--- src/rtl/clkdiv_pkg.sv ---
// rtl/clkdiv_pkg.sv - shared types, widths and helpers for the programmable clock-enable generator
package clkdiv_pkg;

    localparam int DIVW_DEFAULT = 28;
    localparam int CH_W_MAX     = 4;
    localparam int DIV_W_MAX    = 32;

    // One pending divisor update; fields sized for the largest legal configuration.
    typedef struct packed {
        logic [CH_W_MAX-1:0]  ch;
        logic [DIV_W_MAX-1:0] div;
    } cfg_req_t;

    // Low-phase length of the square output: floor(d/2) cycles.
    function automatic logic [DIV_W_MAX-1:0] div_half(input logic [DIV_W_MAX-1:0] d);
        return d >> 1;
    endfunction

endpackage

--- src/rtl/clkdiv_if.sv ---
// rtl/clkdiv_if.sv - divisor update request channel with master/slave views
interface clkdiv_if
    import clkdiv_pkg::*;
#(
    parameter int CH   = 4,
    parameter int DIVW = DIVW_DEFAULT
);
    localparam int CHW = (CH > 1) ? $clog2(CH) : 1;

    logic            cfg_valid;
    logic            cfg_ready;
    logic [CHW-1:0]  cfg_ch;
    logic [DIVW-1:0] cfg_div;

    modport master (
        output cfg_valid,
        output cfg_ch,
        output cfg_div,
        input  cfg_ready
    );

    modport slave (
        input  cfg_valid,
        input  cfg_ch,
        input  cfg_div,
        output cfg_ready
    );

endinterface

--- src/rtl/clkdiv_chan.sv ---
// rtl/clkdiv_chan.sv - one divider channel; square output built only when CLKDIV_SQUARE_EN is defined
module clkdiv_chan
    import clkdiv_pkg::*;
#(
    parameter int              DIVW    = DIVW_DEFAULT,
    parameter logic [DIVW-1:0] DEF_DIV = DIVW'(100)
) (
    input  logic            mclk,
    input  logic            clr_n,
    input  logic            sync,
    input  logic            apply,
    input  logic [DIVW-1:0] new_div,
    output logic            apply_ok,
    output logic            tick,
    output logic            clk_out
);

    logic [DIVW-1:0] cnt_q, cnt_d;
    logic [DIVW-1:0] div_q, div_d;
    logic            tick_q, tick_d;
    logic            last;

    // Terminal edge closes the current period; a new divisor may only land here,
    // on a restart, or while the channel is idle, so periods are never cut short.
    assign last     = (div_q != '0) && (cnt_q == div_q - 1'b1);
    assign apply_ok = sync || (div_q == '0) || last;

    // Counter, divisor and tick next-state.
    always_comb begin
        cnt_d  = cnt_q;
        div_d  = div_q;
        tick_d = 1'b0;
        if (sync) begin
            cnt_d = '0;
        end else if (div_q == '0) begin
            cnt_d = '0;
        end else if (last) begin
            cnt_d  = '0;
            tick_d = 1'b1;
        end else begin
            cnt_d = cnt_q + 1'b1;
        end
        if (apply && apply_ok) begin
            div_d = new_div;
        end
    end

    // Counter, divisor and tick registers.
    always_ff @(posedge mclk or negedge clr_n) begin
        if (!clr_n) begin
            cnt_q  <= '0;
            div_q  <= DEF_DIV;
            tick_q <= 1'b0;
        end else begin
            cnt_q  <= cnt_d;
            div_q  <= div_d;
            tick_q <= tick_d;
        end
    end

    assign tick = tick_q;

`ifdef CLKDIV_SQUARE_EN
    logic clk_q, clk_d;

    // High once the post-edge count reaches half the post-edge divisor; idle channels stay low.
    always_comb begin
        clk_d = !sync && (div_d != '0) &&
                (cnt_d >= DIVW'(div_half(DIV_W_MAX'(div_d))));
    end

    // Square output register.
    always_ff @(posedge mclk or negedge clr_n) begin
        if (!clr_n) begin
            clk_q <= 1'b0;
        end else begin
            clk_q <= clk_d;
        end
    end

    assign clk_out = clk_q;
`else
    assign clk_out = 1'b0;
`endif

endmodule

--- src/rtl/clkdiv_prog.sv ---
// rtl/clkdiv_prog.sv - multi-channel programmable clock-enable generator top (CLKDIV_SQUARE_EN builds clk_out)
module clkdiv_prog
    import clkdiv_pkg::*;
#(
    parameter int          CH      = 4,
    parameter int          DIVW    = DIVW_DEFAULT,
    parameter int unsigned DEF_DIV = 100_000_000
) (
    input  logic          mclk,
    input  logic          clr_n,
    input  logic          sync,
    clkdiv_if.slave       cfg,
    output logic [CH-1:0] tick,
    output logic [CH-1:0] clk_out
);

    cfg_req_t      pend_q, pend_d;
    logic          ready_q, ready_d;
    logic          in_range;
    logic [CH-1:0] apply;
    logic [CH-1:0] apply_ok;

    assign in_range      = int'(cfg.cfg_ch) < CH;
    assign cfg.cfg_ready = ready_q;

    for (genvar i = 0; i < CH; i++) begin : g_ch
        // The slot is full whenever ready is low; only its target channel sees apply.
        assign apply[i] = !ready_q && (pend_q.ch == CH_W_MAX'(i)) && apply_ok[i];

        clkdiv_chan #(
            .DIVW    (DIVW),
            .DEF_DIV (DIVW'(DEF_DIV))
        ) u_chan (
            .mclk     (mclk),
            .clr_n    (clr_n),
            .sync     (sync),
            .apply    (apply[i]),
            .new_div  (DIVW'(pend_q.div)),
            .apply_ok (apply_ok[i]),
            .tick     (tick[i]),
            .clk_out  (clk_out[i])
        );
    end

    // Pending slot: fill on a handshake, free on the edge the target channel takes it.
    // Out-of-range channels complete the handshake but are dropped.
    always_comb begin
        pend_d  = pend_q;
        ready_d = ready_q;
        if (!ready_q) begin
            if (|apply) begin
                ready_d = 1'b1;
            end
        end else if (cfg.cfg_valid && in_range) begin
            pend_d.ch  = CH_W_MAX'(cfg.cfg_ch);
            pend_d.div = DIV_W_MAX'(cfg.cfg_div);
            ready_d    = 1'b0;
        end
    end

    // Pending slot and ready registers.
    always_ff @(posedge mclk or negedge clr_n) begin
        if (!clr_n) begin
            pend_q  <= '0;
            ready_q <= 1'b1;
        end else begin
            pend_q  <= pend_d;
            ready_q <= ready_d;
        end
    end

endmodule

--- src/flat_wrapper.sv ---
// flat-port wrapper written by rule: the top's interface ports become plain ports
module clkdiv_prog_flat import clkdiv_pkg::*;
#(
    parameter int          CH      = 4,
    parameter int          DIVW    = DIVW_DEFAULT,
    parameter int unsigned DEF_DIV = 100_000_000
)
  (mclk, clr_n, sync, tick, clk_out, cfg_cfg_valid, cfg_cfg_ch, cfg_cfg_div, cfg_cfg_ready);
  clkdiv_if #(.CH(CH), .DIVW(DIVW)) cfg_i ();
  input  logic mclk;
  input  logic clr_n;
  input  logic sync;
  output logic [CH-1:0] tick;
  output logic [CH-1:0] clk_out;
  input wire logic [$bits(cfg_i.cfg_valid)-1:0] cfg_cfg_valid;
  input wire logic [$bits(cfg_i.cfg_ch)-1:0] cfg_cfg_ch;
  input wire logic [$bits(cfg_i.cfg_div)-1:0] cfg_cfg_div;
  output wire logic [$bits(cfg_i.cfg_ready)-1:0] cfg_cfg_ready;
  assign cfg_i.cfg_valid = cfg_cfg_valid;
  assign cfg_i.cfg_ch = cfg_cfg_ch;
  assign cfg_i.cfg_div = cfg_cfg_div;
  assign cfg_cfg_ready = cfg_i.cfg_ready;
  clkdiv_prog #(.CH(CH), .DIVW(DIVW), .DEF_DIV(DEF_DIV)) u_core (.mclk(mclk), .clr_n(clr_n), .sync(sync), .cfg(cfg_i), .tick(tick), .clk_out(clk_out));
endmodule
--- config.mk ---
export PLATFORM = sky130hd
export DESIGN_NAME = clkdiv_prog_flat
export DESIGN_NICKNAME = d
export VERILOG_FILES = /design/src/rtl/clkdiv_pkg.sv /design/src/rtl/clkdiv_if.sv /design/src/rtl/clkdiv_chan.sv /design/src/rtl/clkdiv_prog.sv /design/src/flat_wrapper.sv
export SDC_FILE = /design/constraint.sdc
export NUM_CORES = 1
export LEC_CHECK = 0
export CORE_ASPECT_RATIO = 2
export CORE_MARGIN = 2
export CORE_UTILIZATION = 68
export CTS_CLUSTER_SIZE = 30
export DETAILED_ROUTE_END_ITERATION = 10
export HOLD_SLACK_MARGIN = 0.1
export PLACE_DENSITY = 0.93
export SETUP_SLACK_MARGIN = 0.1
export SYNTH_ARGS = -nofsm -noshare
export SYNTH_HDL_FRONTEND = slang
export SYNTH_SLANG_ARGS = --single-unit
--- constraint.sdc ---
create_clock -name mclk -period 8.9 [get_ports mclk]
set_clock_uncertainty 0.15 [all_clocks]
set_input_delay 1.78 -clock mclk [delete_from_list [all_inputs] [get_ports mclk]]
set_output_delay 1.78 -clock mclk [all_outputs]
set_load 0.01 [all_outputs]
==> results.tsv <==
stage	metric	value	unit
cells_and_area	final net count	1546	
critical_path	Crit-path slowest cell	nor4b_2	
hold_path	startpoint of the worst hold path	u_core.g_ch[0].u_chan.div_q[25]$_DFFE_PN0P_	
yosys	sequential fraction of the synthesis area	42.9	%
critical_path	worst reg-to-reg path cell count	9	
critical_path	critical path's top delay family	simple AND/OR/NAND/NOR gates	
clock_network	clock transition at the registers of the reported paths	70	ps
detailed_routing	number of vias after detailed routing	12100	
floorplan	starting utilization of the core area	69.1	%
clock_network	CTS Hold Buffers Added	0	
critical_path	CP Data Required Time	9170	ps
critical_path	worst reg2reg endpoint	u_core.g_ch[1].u_chan.div_q[5]$_DFFE_PN0P_	
status	status	complete, no violations	
global_routing	antenna violations before repair	3	
cells_and_area	area delta synth->final	7.50	%
yosys	fraction of synthesized area in multiplexers	11.7	%
critical_path	type of element capturing the critical path	flop	
global_routing	global-route usage over all layers	35.3	%
clock_network	total number of clock tree sinks	259	
sta	number of max-slew violations in the final report	0	
sta	TNS Setup	0	ps
yosys	number of synthesized flops with an enable pin	0	
detailed_routing	count of unresolved DRC violations after routing	0	
clock_network	clock latency at the later pin of the worst-skew pair	540	ps
critical_path	maximum fanout along the worst path	28	
detailed_routing	detailed-router iteration count before antenna repair	5	
critical_path	Crit Path Category	flop to flop	
clock_network	TritonCTS clock tree	yes	
critical_path	last element of the critical path	u_core.g_ch[1].u_chan.div_q[5]$_DFFE_PN0P_	
clock_network	htree depth	1	
yosys	unique cell type count in the Yosys netlist	82	
floorplan	Die Span Y	216	um
sta	normalized max-slew margin	32.9	%
global_routing	gr ovfl total	0	
yosys	fraction of synthesized cell area taken by the top area cell type	34.5	%
critical_path	list of cells traversed by the critical path	or4_1 > nor4b_2 > a21oi_1 > or4b_1 > nor4_2 > o2111ai_2 > nand2_4 > and3_4 > mux2_2	
critical_path	logic depth of the worst setup path including buffers	9	
yosys	Synth Area in Compound Gates	6.07	%
placed_design	port buffer count	38	
critical_path	Startpoint Class	flop	
critical_path	launch instance of the worst register-to-register path	u_core.g_ch[1].u_chan.div_q[2]$_DFFE_PN0P_	
yosys	Synth Area in XOR/XNOR	13.0	%
hold_path	class of the tightest hold or removal check	flop to flop	
yosys	cell count after synthesis	1506	
global_routing	maximum number of pins on one net before global-route repair	194	
yosys	adder-cell area share of the yosys netlist	0.984	%
detailed_routing	routed len/inst	22.1	um
yosys	simple-gate area share of the yosys netlist	21.9	%
critical_path	Critical path buffers and inverters	0	
yosys	total number of yosys warnings	0	
sta	Final Cycle Share	53.5	%
yosys	ys async rst share	100	%
critical_path	CP Data Arrival Time	5030	ps
yosys	post-synthesis sequential element count	259	
cells_and_area	fill cell instance count of the final layout	1408	
critical_path	worst reg-to-reg setup slack	4140	ps
sta	setup repair after global routing missed its margin	no	
cells_and_area	total area of sequential cells	0.00654	mm2
cells_and_area	non-filler cells, final	1793	
clock_network	number of cells upsized or downsized after cts	0	
pwr	Peak VDD IR	0.249	mV
cells_and_area	Multi-input gate area	0.00820	mm2
yosys	synth top area cells	dfrtp_1, dfstp_2, xnor2_1	
global_routing	via count of the first global-routing pass	12600	
sta	final count of negative-setup-slack endpoints	0	
placed_design	Final Wtd Congestion	0.985	
critical_path	launch point of the critical path	u_core.g_ch[1].u_chan.div_q[2]$_DFFE_PN0P_	
clock_network	buffer cell driving the clock tree root	clkbuf_16	
placed_design	placed wire-length estimate after detailed placement	27800	um
yosys	largest family of logic cells by synthesized area	simple AND/OR/NAND/NOR gates	
detailed_routing	drt total wl	39600	um
sta	Hold Fails Final Rpt	0	
pwr	LEAKAGE	0.00656	uW
yosys	Yosys top cell by area	dfrtp_1	
cells_and_area	share of layout cells above drive strength 1	15.4	%
floorplan	Die X-Extent	110	um
detailed_routing	initial drt markers	800	
yosys	syn avg cell area	10.1	um2
floorplan	number of cell rows	77	
yosys	flip-flop cell with the highest count after synthesis	dfrtp_1	
sta	worst-margin pin slew	998	ps
sta	post-route minimum period	4760	ps
detailed_routing	vias per inst	6.73	
floorplan	DIE AREA	0.0237	mm2
detailed_routing	Antenna Nets Post-Route	0	
clock_network	setup fix buffers added after clock tree synthesis	0	
placed_design	number of placed cells counting well taps	1751	
clock_network	Bufs on Longest Clock Path	3	
critical_path	longest individual stage delay on the worst path	820	ps
pwr	power density cells	299	mW/mm2
floorplan	CORE AREA	0.0221	mm2
sta	achievable clock frequency	210	MHz
clock_network	cts bufs inserted	23	
floorplan	I/O pin count	43	
run	max-capacitance violation count	0	
global_routing	global-route wire length before repair	64900	um
yosys	cell area after technology mapping	0.0153	mm2
worst min path at each step:
stage,depth (start not counted),slack [ps],to
floorplan,1,330,u_core.g_ch[3].u_chan.cnt_q[0]$_DFF_PN0_
global placement,1,370,u_core.g_ch[0].u_chan.div_q[25]$_DFFE_PN0P_
detailed placement,1,370,u_core.g_ch[0].u_chan.div_q[25]$_DFFE_PN0P_
CTS,1,390,u_core.g_ch[0].u_chan.div_q[25]$_DFFE_PN0P_
global route,1,410,u_core.g_ch[0].u_chan.div_q[25]$_DFFE_PN0P_
finish,1,390,u_core.g_ch[0].u_chan.div_q[25]$_DFFE_PN0P_
where the power goes:
| group | total [uW] | switching [uW] | internal (uW) |
|---|---|---|---|
| combinational | 1550 | 745 | 802 |
| clock | 1030 | 461 | 564 |
| sequential | 2330 | 723 | 1600 |
placed cells by master (no fill, tap or decap), types with 20 or more instances in the layout:
cell type,n
or4_1,27
o21ai_0,22
a21oi_1,24
xnor2_1,120
inv_1,32
mux2_4,20
dfstp_2,49
clkbuf_16,23
nor3_1,44
and3_1,39
nand4_1,30
clkdlybuf4s50_1,37
xor2_1,106
dfrtp_1,210
nand3_1,71
nand2_1,63
nor2_1,193
mux2_2,90
nor4_1,28
mux2_1,34
sequential cells by signal (all words and copies together) (netlist names):
| signal | cells |
|---|---|
| u_core.cfg.cfg_ready | 1 |
| u_core.g_ch.u_chan.cnt_q | 112 |
| u_core.g_ch.u_chan.tick | 4 |
| u_core.pend_q | 30 |
| u_core.g_ch.u_chan.div_q | 112 |
synthesized netlist by cell type (5+ instances only):
master / instances
nor2_1: 193
a31oi_1: 14
clkbuf_1: 44
inv_1: 32
or3_1: 11
mux2_1: 34
nand2b_1: 11
or3b_2: 5
a211o_1: 8
dfstp_2: 49
nand4_1: 30
nor2b_1: 11
or2_2: 7
buf_4: 10
mux2_4: 20
nand3_1: 71
nand4b_1: 8
buf_1: 7
nor3b_1: 9
nand2_1: 63
o21ai_0: 22
xnor2_1: 120
o31ai_1: 6
ha_1: 12
or4_1: 27
buf_2: 10
nor4_2: 7
o211ai_1: 5
o22ai_1: 5
nor3_1: 44
dfrtp_1: 210
nor4_1: 28
xor2_1: 106
and3_1: 39
and4_1: 17
nand3b_1: 5
mux2i_1: 9
mux2_2: 90
nor4b_1: 7
a21oi_1: 25
stage by stage:
step	cell area [um2]	util [%]	hold WS (ps)	worst slack, ps	power, uW
5_1_grt	16400	74.3	415	3650	5120
6_report	16400	74.3	393	4140	4900
4_1_cts	16400	74.3	388	4150	4830
3_3_place_gp	15600	70.9	372	4320	3690
2_1_floorplan	15300	-	335	5150	3260
3_5_place_dp	15600	70.9	373	4160	3800
area by class of cell:
type	instances	area share, %
Multi-Input combinational cell	1142	50.0
Antenna cell	1	0.0153
Inverter	32	0.733
Tap cell	276	2.11
Clock inverter	11	0.733
Sequential cell	259	39.9
Timing Repair Buffer	42	2.61
Clock buffer	30	3.85
worst reg2reg max path: stages (launching register included):
cell	delay (ps)
dfrtp_1	460
or4_1	660
nor4b_2	820
a21oi_1	120
or4b_1	560
nor4_2	310
o2111ai_2	250
nand2_4	340
and3_4	580
mux2_2	400
logic make-up (layout without fill, tap and decap cells):
kind of cell / Yosys count / count (layout)
AND/OR/NAND/NOR: 615 / 615
flip-flops: 259 / 259
XOR/XNOR: 226 / 226
multiplexers: 153 / 153
AO/OA/AOI/OAI: 132 / 132
buffers and inverters: 108 / 115
adder cells (fa/ha/maj): 12 / 12
other: 1 / 5
layer usage:
layer  GRT usage (%)  wire [um]  vias to the layer above
met5               0         29                        -
met1            39.9      13800                     5877
met3            5.86       2320                      244
met2            60.0      20400                      602
li1                -          -                     5342
met4            22.7       3070                        4
(Power assumes the default switching activity.)
